==> config.mk <==
export PLATFORM = sky130hd
export DESIGN_NAME = vfpu_unpack_flat
export DESIGN_NICKNAME = d
export VERILOG_FILES = /design/src/rtl/vfpu_unpack_if.sv /design/src/rtl/vfpu_unpack.sv /design/src/flat_wrapper.sv
export SDC_FILE = /design/constraint.sdc
export NUM_CORES = 1
export LEC_CHECK = 0
export CORE_MARGIN = 2
export CORE_UTILIZATION = 34
export DETAILED_ROUTE_END_ITERATION = 10
export GPL_ROUTABILITY_DRIVEN = 1
export PLACE_DENSITY = 0.58
export SLEW_MARGIN = 20
export SYNTH_ARGS = -nofsm -noshare
export SYNTH_HDL_FRONTEND = slang
export SYNTH_SLANG_ARGS = --single-unit
==> constraint.sdc <==
create_clock -name clk_i -period 2.55 [get_ports clk_i]
set_input_delay 0.51 -clock clk_i [delete_from_list [all_inputs] [get_ports clk_i]]
set_output_delay 0.51 -clock clk_i [all_outputs]
set_load 0.01 [all_outputs]
==> src/rtl/vfpu_unpack_if.sv <==
// Operand stream into the VFPU unpack stage and the unpacked result stream out of it.
// master = producer/consumer side, slave = unpack stage.
interface vfpu_unpack_if #(
   parameter int unsigned FP_EXP_WIDTH         = 8,
   parameter int unsigned FP_MANT_WIDTH        = 23,
   parameter int unsigned FP_EXP_PRENORM_WIDTH = 10
);
   logic                                    in_valid_i;
   logic                                    in_ready_o;
   logic [FP_EXP_WIDTH+FP_MANT_WIDTH:0]     operand_i;
   logic                                    out_valid_o;
   logic                                    out_ready_i;
   logic                                    sign_o;
   logic [FP_EXP_PRENORM_WIDTH-1:0]         exponent_o;
   logic [FP_MANT_WIDTH:0]                  mantissa_o;
   logic                                    is_zero_o;
   logic                                    is_denormal_o;
   logic                                    is_inf_o;
   logic                                    is_nan_o;
   logic                                    is_snan_o;

   modport master (
      output in_valid_i, operand_i, out_ready_i,
      input  in_ready_o, out_valid_o, sign_o, exponent_o, mantissa_o,
             is_zero_o, is_denormal_o, is_inf_o, is_nan_o, is_snan_o
   );

   modport slave (
      input  in_valid_i, operand_i, out_ready_i,
      output in_ready_o, out_valid_o, sign_o, exponent_o, mantissa_o,
             is_zero_o, is_denormal_o, is_inf_o, is_nan_o, is_snan_o
   );
endinterface

==> src/rtl/vfpu_unpack.sv <==
// VFPU operand unpack / pre-normalization: two-stage elastic pipeline that splits packed
// single-precision words, classifies them and left-normalizes denormals.
module vfpu_unpack #(
   parameter int unsigned FP_EXP_WIDTH         = 8,
   parameter int unsigned FP_MANT_WIDTH        = 23,
   parameter int unsigned FP_EXP_PRENORM_WIDTH = 10
) (
   input logic          clk_i,
   input logic          rst_i,
   input logic          clear_i,
   vfpu_unpack_if.slave bus
);
   localparam int unsigned EW  = FP_EXP_WIDTH;
   localparam int unsigned MW  = FP_MANT_WIDTH;
   localparam int unsigned PW  = FP_EXP_PRENORM_WIDTH;
   localparam int unsigned LZW = $clog2(MW);

   if (PW < EW + 2) begin : g_bad_width
      $error("FP_EXP_PRENORM_WIDTH must be >= FP_EXP_WIDTH+2");
   end

   typedef struct packed {
      logic           sign;
      logic [EW-1:0]  exp;
      logic [MW-1:0]  frac;
      logic [LZW-1:0] lz;
      logic           is_zero;
      logic           is_denormal;
      logic           is_inf;
      logic           is_nan;
      logic           is_snan;
   } s1_t;

   typedef struct packed {
      logic          sign;
      logic [PW-1:0] exp;
      logic [MW:0]   mant;
      logic          is_zero;
      logic          is_denormal;
      logic          is_inf;
      logic          is_nan;
      logic          is_snan;
   } s2_t;

   logic [2:1] vld_pipe;
   s1_t        s1_d, s1_q;
   s2_t        s2_d, s2_q;
   logic       in_ready, push, s2_load;

   // Last write wins, so the result is the distance from the highest set bit to the MSB.
   function automatic logic [LZW-1:0] lzc(input logic [MW-1:0] f);
      lzc = '0;
      for (int i = 0; i < int'(MW); i++)
         if (f[i]) lzc = LZW'(int'(MW) - 1 - i);
   endfunction

   always_comb begin
      logic exp_zero, exp_ones, frac_zero;
      s1_d      = '0;
      s1_d.sign = bus.operand_i[EW+MW];
      s1_d.exp  = bus.operand_i[EW+MW-1:MW];
      s1_d.frac = bus.operand_i[MW-1:0];
      s1_d.lz   = lzc(s1_d.frac);
      exp_zero  = (s1_d.exp == '0);
      exp_ones  = &s1_d.exp;
      frac_zero = (s1_d.frac == '0);
      s1_d.is_zero     = exp_zero & frac_zero;
      s1_d.is_denormal = exp_zero & ~frac_zero;
      s1_d.is_inf      = exp_ones & frac_zero;
      s1_d.is_nan      = exp_ones & ~frac_zero;
      s1_d.is_snan     = exp_ones & ~frac_zero & ~s1_d.frac[MW-1];
   end

   // Normal, inf and NaN all pass {1, frac} with the raw exponent; only zero/denormal differ.
   always_comb begin
      s2_d             = '0;
      s2_d.sign        = s1_q.sign;
      s2_d.exp         = PW'(s1_q.exp);
      s2_d.mant        = {1'b1, s1_q.frac};
      s2_d.is_zero     = s1_q.is_zero;
      s2_d.is_denormal = s1_q.is_denormal;
      s2_d.is_inf      = s1_q.is_inf;
      s2_d.is_nan      = s1_q.is_nan;
      s2_d.is_snan     = s1_q.is_snan;
      if (s1_q.is_zero) begin
         s2_d.exp  = '0;
         s2_d.mant = '0;
      end else if (s1_q.is_denormal) begin
         s2_d.exp  = PW'(0) - PW'(s1_q.lz);
         s2_d.mant = {1'b0, s1_q.frac} << (s1_q.lz + LZW'(1));
      end
   end

   // Clear drops any offered operand, so advertising ready during it is harmless.
   assign in_ready = ~rst_i & (clear_i | ~vld_pipe[1] | ~vld_pipe[2] | bus.out_ready_i);
   assign push     = bus.in_valid_i & in_ready & ~clear_i;
   assign s2_load  = vld_pipe[1] & (~vld_pipe[2] | bus.out_ready_i);

   always_ff @(posedge clk_i) begin
      if (rst_i) begin
         vld_pipe <= '0;
         s1_q     <= '0;
         s2_q     <= '0;
      end else begin
         if (clear_i) begin
            vld_pipe <= '0;
         end else begin
            if (push)                 vld_pipe[1] <= 1'b1;
            else if (s2_load)         vld_pipe[1] <= 1'b0;
            if (s2_load)              vld_pipe[2] <= 1'b1;
            else if (bus.out_ready_i) vld_pipe[2] <= 1'b0;
         end
         if (push)    s1_q <= s1_d;
         if (s2_load) s2_q <= s2_d;
      end
   end

   assign bus.in_ready_o    = in_ready;
   assign bus.out_valid_o   = vld_pipe[2];
   assign bus.sign_o        = s2_q.sign;
   assign bus.exponent_o    = s2_q.exp;
   assign bus.mantissa_o    = s2_q.mant;
   assign bus.is_zero_o     = s2_q.is_zero;
   assign bus.is_denormal_o = s2_q.is_denormal;
   assign bus.is_inf_o      = s2_q.is_inf;
   assign bus.is_nan_o      = s2_q.is_nan;
   assign bus.is_snan_o     = s2_q.is_snan;
endmodule

==> src/flat_wrapper.sv <==
// flat-port wrapper written by rule: the top's interface ports become plain ports
module vfpu_unpack_flat 
#(
   parameter int unsigned FP_EXP_WIDTH         = 8,
   parameter int unsigned FP_MANT_WIDTH        = 23,
   parameter int unsigned FP_EXP_PRENORM_WIDTH = 10
)
  (clk_i, rst_i, clear_i, bus_in_valid_i, bus_operand_i, bus_out_ready_i, bus_in_ready_o, bus_out_valid_o, bus_sign_o, bus_exponent_o, bus_mantissa_o, bus_is_zero_o, bus_is_denormal_o, bus_is_inf_o, bus_is_nan_o, bus_is_snan_o);
  vfpu_unpack_if #(.FP_EXP_WIDTH(FP_EXP_WIDTH), .FP_MANT_WIDTH(FP_MANT_WIDTH), .FP_EXP_PRENORM_WIDTH(FP_EXP_PRENORM_WIDTH)) bus_i ();
  input logic clk_i;
  input logic rst_i;
  input logic clear_i;
  input wire logic [$bits(bus_i.in_valid_i)-1:0] bus_in_valid_i;
  input wire logic [$bits(bus_i.operand_i)-1:0] bus_operand_i;
  input wire logic [$bits(bus_i.out_ready_i)-1:0] bus_out_ready_i;
  output wire logic [$bits(bus_i.in_ready_o)-1:0] bus_in_ready_o;
  output wire logic [$bits(bus_i.out_valid_o)-1:0] bus_out_valid_o;
  output wire logic [$bits(bus_i.sign_o)-1:0] bus_sign_o;
  output wire logic [$bits(bus_i.exponent_o)-1:0] bus_exponent_o;
  output wire logic [$bits(bus_i.mantissa_o)-1:0] bus_mantissa_o;
  output wire logic [$bits(bus_i.is_zero_o)-1:0] bus_is_zero_o;
  output wire logic [$bits(bus_i.is_denormal_o)-1:0] bus_is_denormal_o;
  output wire logic [$bits(bus_i.is_inf_o)-1:0] bus_is_inf_o;
  output wire logic [$bits(bus_i.is_nan_o)-1:0] bus_is_nan_o;
  output wire logic [$bits(bus_i.is_snan_o)-1:0] bus_is_snan_o;
  assign bus_i.in_valid_i = bus_in_valid_i;
  assign bus_i.operand_i = bus_operand_i;
  assign bus_i.out_ready_i = bus_out_ready_i;
  assign bus_in_ready_o = bus_i.in_ready_o;
  assign bus_out_valid_o = bus_i.out_valid_o;
  assign bus_sign_o = bus_i.sign_o;
  assign bus_exponent_o = bus_i.exponent_o;
  assign bus_mantissa_o = bus_i.mantissa_o;
  assign bus_is_zero_o = bus_i.is_zero_o;
  assign bus_is_denormal_o = bus_i.is_denormal_o;
  assign bus_is_inf_o = bus_i.is_inf_o;
  assign bus_is_nan_o = bus_i.is_nan_o;
  assign bus_is_snan_o = bus_i.is_snan_o;
  vfpu_unpack #(.FP_EXP_WIDTH(FP_EXP_WIDTH), .FP_MANT_WIDTH(FP_MANT_WIDTH), .FP_EXP_PRENORM_WIDTH(FP_EXP_PRENORM_WIDTH)) u_core (.clk_i(clk_i), .rst_i(rst_i), .clear_i(clear_i), .bus(bus_i));
endmodule
==> results of run 1 <==
[power groups by stage]
stage | registers, µW | logic, µW | clock network [µW]
finish | 1350 | 362 | 1480
global route | 1350 | 395 | 1550
CTS | 1350 | 363 | 1500
detailed placement | 1380 | 362 | 0
global placement | 1380 | 360 | 0
floorplan | 1370 | 194 | 0
[cell families after synthesis]
| family | Yosys count | synth area share |
|---|---|---|
| flip-flops | 83 | 0.349 |
| adder cells (fa/ha/maj) | 2 | 0.00525 |
| AND/OR/NAND/NOR | 241 | 0.221 |
| multiplexers | 50 | 0.147 |
| buffers and inverters | 59 | 0.0560 |
| XOR/XNOR | 9 | 0.0181 |
| AO/OA/AOI/OAI | 162 | 0.204 |
[worst register-to-register path, stage by stage (launching register included)]
cell	delay, ps
dfxtp_1	340
buf_12	170
and3_1	200
xnor2_2	560
buf_4	280
mux2i_1	110
o32ai_1	280
nor2_1	90
a211oi_1	230
[registers in the layout, indices dropped and copies added (netlist names), 2 cells and up]
name,cells
u_core.bus.mantissa_o,24
u_core.bus.exponent_o,9
u_core.s1_q,42
u_core.vld_pipe,2
[repair_timing]
| item | 4_1_cts | 5_1_grt |
|---|---|---|
| gates resized for setup | 0 | 2 |
| endpoints found under the hold margin | 0 | 0 |
| endpoints found under the setup margin | 0 | 2 |
[through the flow]
stage	cell area (µm²)	utilization	setup WS, ps	instances
finish	6240	0.453	196	873
global route	6240	0.453	39.3	873
detailed placement	5900	0.428	162	857
global placement	5900	0.428	177	857
CTS	6230	0.452	170	873
floorplan	4780	-	16.7	606
[final timing paths]
| path | start | end | slack [ps] | depth (start not counted) |
|---|---|---|---|---|
| max | u_core.s1_q[5]$_SDFFE_PP0P_ | u_core.bus.mantissa_o[20]$_SDFFE_PP0P_ | 200 | 8 |
| min | u_core.bus.mantissa_o[22]$_SDFFE_PP0P_ | u_core.bus.mantissa_o[22]$_SDFFE_PP0P_ | 440 | 2 |
| max reg2reg | u_core.s1_q[5]$_SDFFE_PP0P_ | u_core.bus.mantissa_o[20]$_SDFFE_PP0P_ | 200 | 8 |
| min reg2reg | u_core.bus.mantissa_o[22]$_SDFFE_PP0P_ | u_core.bus.mantissa_o[22]$_SDFFE_PP0P_ | 440 | 2 |
[Yosys cell counts (all sizes together) (2+ instances only)]
library cell,n
nand2b,4
or4,2
a31oi,8
xor2,3
inv,14
buf,15
a2111oi,3
ha,2
mux2,6
nor3,18
nor4,7
o22ai,3
dfxtp,83
o21ai,30
a22oi,9
a21oi,75
and2,3
a222oi,2
mux4,14
nand3,12
a22o,3
and3,9
a211oi,8
a21boi,2
o211ai,3
nor2b,4
o32ai,4
a211o,2
nand4,7
nand3b,2
xnor2,6
clkbuf,30
or3,4
mux2i,30
nand2,131
nor2,38
[layout make-up]
cell class / count / area (µm²)
Sequential cell: 83 / 1660
Multi-Input combinational cell: 464 / 2860
Tap cell: 180 / 225
Fill cell: 1444 / 7540
Inverter: 14 / 52.6
Clock inverter: 7 / 106
Clock buffer: 9 / 225
Timing Repair Buffer: 116 / 1110
[routing by layer]
layer / routed length [µm] / GRT usage
met3: 695 / 0.0339
met1: 7570 / 0.299
met2: 7900 / 0.377
met5: 0 / 0
met4: 495 / 0.0999
==> summary.md, run 1 <==
| Metric | Value |
|---|---|
| Outcome | completed |
| Worst Hold Class | flop to flop |
| GRT overflow | 0 |
| Yosys cell types | 54 |
| Power Density | 513 mW/mm² |
| Worst-path fanout max | 21 |
| Post-route DRC | 0 |
| CP endpoint kind | flop |
| ANT cells | 0 |
| CP top delay family | XOR/XNOR gates |
| H-tree Lvls | 3 |
| Achievable Freq | 0.425 GHz |
| Per-cell routed wire length | 19.1 µm |
| Vias in the first global route | 4741 |
| Insertion delay to the later sink of the worst-skew pair | 360 ps |
| CTS sink count | 83 |
| Layout Skew | 7.75 ps |
| Area Growth Syn to Fin | 31.0% |
| Sw Share | 0.260 |
| Routed WL | 16700 µm |
| Nets | 727 |
| Worst-path clk slew | 70 ps |
| Post-synth top area cell | dfxtp_1 |
| CP Launch Type | flop |
| Final-report max-slew violation count | 0 |
| Psw | 833 µW |
| YS warnings | 0 |
| Syn avg cell area | 7.86 µm² |
| Post-synth EDFFs | 0 |
| Max-Cap Viols | 0 |
| Pleak | 0.00217 µW |
| Most frequent cells in the layout | 131 x nand2_1, 83 x dfxtp_1, 77 x clkdlybuf4s50_1 |
| Critical Path Max Stage Delay | 550 ps |
| First-pass GRT wire length | 26100 µm |
| Setup TNS Final | 0 ps |
| Netlist Area Pre-Place | 0.00476 mm² |
| DRT antenna net count | 0 |
| TritonCTS clock tree | built |
| Pin count of the biggest net entering global routing | 60 |
| Final Cycle Share | 0.923 |
| Row cnt | 43 |
| Buffers & Inverters on Critical Path | 2 |
| Die Width | 122 µm |
| Syn Inst Count | 606 |
| Sequential area share after synthesis | 0.349 |
| Commonest non-fill, non-tap cell in the layout | nand2_1 |
| DRT iter0 DRCs | 341 |
| Clock power share | 0.464 |
| RSZ-0062 raised after global routing | no |
| Via count | 4828 |
| Relative slew slack | 0.541 |
| Tot GR Track Use | 0.230 |
| Maximum vdd ir drop | 304 µV |
| Die area | 0.0150 mm² |
| Die Height | 122 µm |
| Inserted Clock Buffers | 9 |
| Part of the power in registers | 0.422 |
| Most used DFF post-synth | dfxtp_1 |
| Max Root-Sink Buffers | 2 |
| Share of layout cells above drive strength 1 | 0.115 |
| Root buffer cell | clkbuf_16 |
| Tmin final | 2350 ps |
| Final setup fails | 0 |
| Core region area | 0.0138 mm² |
| Post-Synthesis Net Count | 645 |
| First-pass DRT Iterations | 5 |
| Post-DP HPWL | 12900 µm |
| Internal power | 2370 µW |
| Initial core utilization | 0.346 |
| Critical path class | flop to flop |
| Critical Path RT | 2810 ps |
| Buffers added on ports | 78 |
| Critical path data arrival time | 2620 ps |
| Synth top area share | 0.349 |
| Critical Path, Cell by Cell | buf_12 -> and3_1 -> xnor2_2 -> buf_4 -> mux2i_1 -> o32ai_1 -> nor2_1 -> a211oi_1 |
| Initial antenna violation count | 0 |
| Largest cells by area after synthesis | dfxtp_1 35%, nand2_1 10%, a21oi_1 7.9% |
| Via density | 5.53 |
| Worst Hold Slack | 437 ps |
| Flops & latches, synth | 83 |
| Post-CTS setup buffer count | 0 |
| Final Hold Fails | 0 |
| Slowest cell on crit path | xnor2_2 |
| Measured slew at the worst slew-check pin | 686 ps |
| Power consumption | 3200 µW |
| Asr flop ratio synth | 0 |
| Post-CTS Hold Fix Bufs | 0 |
| Final GP Congestion | 0.908 |
| # IOs | 79 |
| Comb pwr share | 0.113 |
Note: power is estimated with default switching activity, not from simulation.
==> inputs of run 2 (changes only) <==
- HOLD_SLACK_MARGIN: not set -> 0.05
==> results of run 2 <==
The final DEF is identical to that of run 1; final timing and power are the same.
==> inputs of run 3 (changes only) <==
- CORE_UTILIZATION: 34 -> 49
- PLACE_DENSITY: 0.58 -> 0.78
==> run 3 against run 2 <==
Against the previous run: worst hold slack improved by 16 ps; first-iteration DRC count rose by 9.7%; clock skew increased by 8.5 ps; non-clock buffer count decreased by 7; highest routed layer unchanged.
==> summary.md, run 3 (same netlist as run 1, synthesis figures left out) <==
| Metric | Value |
|---|---|
| Per-cell routed wire length | 18.9 µm |
| Pin count of the biggest net entering global routing | 61 |
| Placed Cells | 799 |
| Via count | 4867 |
| Fin util | 0.642 |
| Maximum vdd ir drop | 311 µV |
| Buffers added on ports | 78 |
| Post-CTS setup buffer count | 0 |
| Initial core utilization | 0.511 |
| Initial antenna violation count | 0 |
| Worst Hold Class | flop to flop |
| Pleak | 0.00208 µW |
| Tot GR Track Use | 0.300 |
| Inserted Clock Buffers | 9 |
| Post-CTS Hold Fix Bufs | 0 |
| # IOs | 79 |
| Layout Skew | 16.2 ps |
| CTS sink count | 83 |
| Critical Path, Cell by Cell | buf_12 -> ha_1 -> buf_4 -> xor2_1 -> buf_4 -> buf_4 -> mux2i_1 -> o22ai_1 -> o221ai_1 -> nand2_1 |
| Post-Layout Cell Count | 816 |
| Final Hold Fails | 0 |
| Largest register FFs | 42 |
| Tmin final | 2360 ps |
| Post-route DRC | 0 |
| Die Width | 103 µm |
| Final Cycle Share | 0.924 |
| Post-DP HPWL | 11900 µm |
| First-pass DRT Iterations | 7 |
| Vias in the first global route | 4565 |
| GRT overflow | 0 |
| Core region area | 0.00933 mm² |
| Routed WL | 15400 µm |
| Die area | 0.0105 mm² |
| Final-report max-slew violation count | 0 |
| Setup WS pre-CTS | 213 ps |
| Row cnt | 35 |
| RSZ-0062 raised after global routing | no |
| Max Root-Sink Buffers | 2 |
| Worst-path fanout max | 29 |
| Area Growth Syn to Fin | 25.8% |
| Setup TNS Final | 0 ps |
| Share of layout cells above drive strength 1 | 0.106 |
| TritonCTS clock tree | built |
| DRT iter0 DRCs | 374 |
| DRT antenna net count | 0 |
| Die Height | 103 µm |
| Power Density | 443 mW/mm² |
| Max-Cap Viols | 0 |
| Final WS setup | 194 ps |
| Most frequent cells in the layout | 131 x nand2_1, 83 x dfxtp_1, 77 x clkdlybuf4s50_1 |
| First-pass GRT wire length | 23900 µm |
| Reg with most FFs | u_core.s1_q |
| Insertion delay to the later sink of the worst-skew pair | 360 ps |
| Critical path data arrival time | 2610 ps |
| Outcome | completed |
| Root buffer cell | clkbuf_8 |
| CP Launch Type | flop |
| Measured slew at the worst slew-check pin | 743 ps |
| Worst-path clk slew | 100 ps |
| Achievable Freq | 0.424 GHz |
| Via density | 5.96 |
| Slowest cell on crit path | dfxtp_1 |
| Commonest non-fill, non-tap cell in the layout | nand2_1 |
| Final setup fails | 0 |
| Relative slew slack | 0.505 |
| Nets | 720 |
| Cell mode on critical path | buf_4 |
| Critical path class | flop to flop |
| Critical Path Max Stage Delay | 410 ps |
| H-tree Lvls | 3 |
| CP endpoint kind | flop |
| Critical Path RT | 2810 ps |
| Final GP Congestion | 0.975 |
## run 3: changes by cell type in the layout (fill, tap and decap cells not counted), moves of 2 or more
cell / before / now
buf_4: 34 / 26
inv_8: 2 / 4
clkbuf_8: 0 / 9
bufinv_16: 2 / 0
clkbuf_16: 9 / 0
## run 3: per-layer routing
| metal | track usage | part of all wire | routed length (µm) |
|---|---|---|---|
| met5 | 0 | 0 | 0 |
| met4 | 0.138 | 0.041 | 638 |
| met3 | 0.0488 | 0.060 | 923 |
| met2 | 0.484 | 0.47 | 7230 |
| met1 | 0.395 | 0.43 | 6640 |
## run 3: cell type report
cell class                      count  area [µm²]
Multi-Input combinational cell    464        2850
Inverter                           14        52.6
Timing Repair Buffer              109        1070
Fill cell                         836        3340
Clock inverter                      7        68.8
Sequential cell                    83        1660
Antenna cell                        1        2.50
Tap cell                          129         161
Clock buffer                        9         124
## run 3: repair_timing
action,CTS,global route
setup endpoints to repair,0,1
gates resized for setup,0,1
hold endpoints to repair,0,0
## run 3: critical path: cells and delay by family, from the launching register on
kind | cells | cell delay [ps]
AND/OR/NAND/NOR | 1 | 70
AO/OA/AOI/OAI | 2 | 310
flip-flops | 1 | 410
multiplexers | 1 | 220
buffers and inverters | 4 | 830
XOR/XNOR | 1 | 190
adder cells (fa/ha/maj) | 1 | 210
## run 3: through the flow
| step | hold slack, ps | power [µW] | instance area (µm²) |
|---|---|---|---|
| after floorplan | 432 | 1560 | 4780 |
| after global placement | 426 | 1730 | 5790 |
| after detailed placement | 439 | 1730 | 5790 |
| after CTS | 454 | 2670 | 5990 |
| after global routing | 485 | 2750 | 5990 |
| final | 454 | 2650 | 5990 |
## run 3: power by group
group / leakage (µW) / total [µW] / switching, µW / internal, µW
sequential: 0.000671 / 1350 / 31.1 / 1320
clock: 0.0000933 / 948 / 565 / 383
combinational: 0.00132 / 356 / 190 / 166
## run 3: final timing paths
path	slack [ps]	end	depth (start not counted)	startpoint
max	190	u_core.bus.mantissa_o[22]$_SDFFE_PP0P_	10	u_core.s1_q[5]$_SDFFE_PP0P_
min	450	u_core.bus.mantissa_o[22]$_SDFFE_PP0P_	2	u_core.bus.mantissa_o[22]$_SDFFE_PP0P_
max reg2reg	190	u_core.bus.mantissa_o[22]$_SDFFE_PP0P_	10	u_core.s1_q[5]$_SDFFE_PP0P_
min reg2reg	450	u_core.bus.mantissa_o[22]$_SDFFE_PP0P_	2	u_core.bus.mantissa_o[22]$_SDFFE_PP0P_
==> variant, RTL diff (config.mk and constraints of run 1) <==
`FP_MANT_WIDTH` is set to 23 in 3 places; all go to 46.
--- a/src/rtl/vfpu_unpack_if.sv
+++ b/src/rtl/vfpu_unpack_if.sv
@@ -3,5 +3,5 @@
 interface vfpu_unpack_if #(
    parameter int unsigned FP_EXP_WIDTH         = 8,
-   parameter int unsigned FP_MANT_WIDTH        = 23,
+   parameter int unsigned FP_MANT_WIDTH        = 46,
    parameter int unsigned FP_EXP_PRENORM_WIDTH = 10
 );
--- a/src/rtl/vfpu_unpack.sv
+++ b/src/rtl/vfpu_unpack.sv
@@ -3,5 +3,5 @@
 module vfpu_unpack #(
    parameter int unsigned FP_EXP_WIDTH         = 8,
-   parameter int unsigned FP_MANT_WIDTH        = 23,
+   parameter int unsigned FP_MANT_WIDTH        = 46,
    parameter int unsigned FP_EXP_PRENORM_WIDTH = 10
 ) (
--- a/src/flat_wrapper.sv
+++ b/src/flat_wrapper.sv
@@ -3,5 +3,5 @@
 #(
    parameter int unsigned FP_EXP_WIDTH         = 8,
-   parameter int unsigned FP_MANT_WIDTH        = 23,
+   parameter int unsigned FP_MANT_WIDTH        = 46,
    parameter int unsigned FP_EXP_PRENORM_WIDTH = 10
 )
Interface: changed (resized bus_mantissa_o and bus_operand_i); port bits go from 79 to 125. The function was not compared with the original's and may differ.
==> variant against run 1 <==
Clock skew barely moved; area after synthesis grew 82%; total power increased by 68%; global-route usage grew 3.9 points; sequential cell count rose by 47; routed wire length rose by 120%; synthesized cell count increased by 82%; cell area up 92%; combinational power is 100% higher; via count up 95%; worst setup slack lost 0.15 ns; first-iteration DRC count grew to 3.0 times the old value; clock power is 69% higher; sequential share of layout area is 4.8 points lower; critical path type unchanged; largest power group unchanged.
==> variant: results (changes against run 1) <==
outcome finished, final reports clean (unchanged); GPL Wtd Cong 0.976 (was 0.908); Synth Area in Compound Gates 21.4% (was 20.4%); Adder-Cell Fraction of Synth Area 0.289% (was 0.525%); top cells by count, synth nand2_1 (241), dfxtp_1 (130), a21oi_1 (113) (was nand2_1 (131), dfxtp_1 (83), a21oi_1 (75)); synth warn 0 (unchanged); Worst Setup End Kind register (unchanged); Avg WL per Cell 21.6 um (was 19.1 um); Worst Tran Pin Value 0.959 ns (was 0.686 ns); Post-synth ARST share 0% (unchanged); pin count of the biggest net entering global routing 53 (was 60); detailed placer's ending HPWL 28000 um (was 12900 um); CTS Buf Count 17 (was 9); top fanout value on the critical path 9 (was 21); clk buf depth 2 (unchanged); Reg2Reg Setup Slack 0.05 ns (was 0.20 ns); share of cells above drive strength 1 21.9% (was 11.5%); CP max stage cell mux4_2 (was xnor2_2); Area after DPL 11200 um2 (was 5900 um2); area delta synth->final 37.9% (was 31.0%); Critical R2R Capture u_core.bus.mantissa_o[46] (was u_core.bus.mantissa_o[20]); cell family with most CP delay multiplexers (was XOR/XNOR gates); post-synthesis average cell area 7.87 um2 (was 7.86 um2); PortBufs 124 (was 78); Worst Hold Class register to register (unchanged); nets@finish 1380 (was 727); Worst-Skew Late Latency 0.43 ns (was 0.36 ns); placed cell count 1621 (was 857); Largest register FFs 66 (was 42); vias in the first global route 9095 (was 4741); Synth Net Count 1163 (was 645); CP arrival 2.84 ns (was 2.62 ns); VDD IR max 411 uV (was 304 uV); Overall Global Routing Usage 26.9% (was 23.0%); synth top area cells dfxtp_1 (30%), nand2_1 (10%), mux4_2 (8.3%) (was dfxtp_1 (35%), nand2_1 (10%), a21oi_1 (7.9%)); CTS HTree Levels 4 (was 3); max incr delay on CP 0.52 ns (was 0.55 ns); vias per cell 5.68 (was 5.53); Setup WS pre-CTS -0.211 ns (was 0.162 ns); ys flop type dfxtp_1 (unchanged); violation count after the first detailed-routing iteration 1022 (was 341); # fillers 2585 (was 1444); post-synthesis mux area share 17.8% (was 14.7%); Routed Wire Length 35900 um (was 16700 um); post-synthesis sequential area ratio 30.0% (was 34.9%); wire length of the first global-routing pass 54200 um (was 26100 um); Static Leak 4.28 nW (was 2.17 nW); clock skew 0.00794 ns (was 0.00775 ns); Tcrit/Tclk final 98.1% (was 92.3%); post-synthesis xor/xnor area fraction 1.40% (was 1.81%); Synth cell types 73 (was 54); # diodes 0 (unchanged); Reg with most FFs u_core.s1_q (unchanged); initial antenna violation count 0 (unchanged)
==> variant: cell type report <==
| class | instances | share of cell area, % |
|---|---|---|
| flip-flops and latches | 130 | 21.8 |
| clock buffers | 17 | 3.56 |
| inverters | 19 | 0.660 |
| well taps | 330 | 3.46 |
| multi-input cells | 864 | 47.4 |
| repair buffers | 286 | 21.7 |
| clock inverters | 15 | 1.37 |
==> variant: tightest hold or removal path: stages, from the launching register on <==
cell and delay [ns]:
dfxtp_1 0.32, nand2_1 0.04, o21ai_0 0.05
==> variant: per-layer routing <==
metal	GRT usage (%)	vias to the layer above	share of wire, %
li1	-	4450	-
met4	12.1	0	4.3
met2	41.3	418	44
met5	0	-	0
met3	3.91	78	6.8
met1	37.3	4488	45
==> variant: power by group <==
| group | internal [mW] | switching [mW] | total (mW) |
|---|---|---|---|
| clock network | 1.39 | 1.11 | 2.50 |
| registers | 2.07 | 0.0650 | 2.13 |
| logic | 0.360 | 0.376 | 0.736 |
==> variant: how the worst min path moves through the flow <==
stage,startpoint,cells after the start,endpoint,slack [ns]
floorplan,u_core.s1_q[1],2,u_core.bus.is_nan_o,0.43
global placement,u_core.bus.mantissa_o[6],2,u_core.bus.mantissa_o[6],0.43
detailed placement,u_core.bus.mantissa_o[6],2,u_core.bus.mantissa_o[6],0.44
CTS,u_core.bus.exponent_o[7],2,u_core.bus.exponent_o[7],0.46
global route,u_core.bus.exponent_o[7],2,u_core.bus.exponent_o[7],0.47
finish,u_core.bus.mantissa_o[6],2,u_core.bus.mantissa_o[6],0.45
==> variant: repair_timing <==
| action | 4_1_cts | 5_1_grt |
|---|---|---|
| gates cloned | 0 | 1 |
| gates resized for setup | 1 | 13 |
| pin swaps | 1 | 2 |
| buffers inserted | 1 | 6 |
| endpoints found under the setup margin | 14 | 28 |
| hold buffers | 0 | 0 |
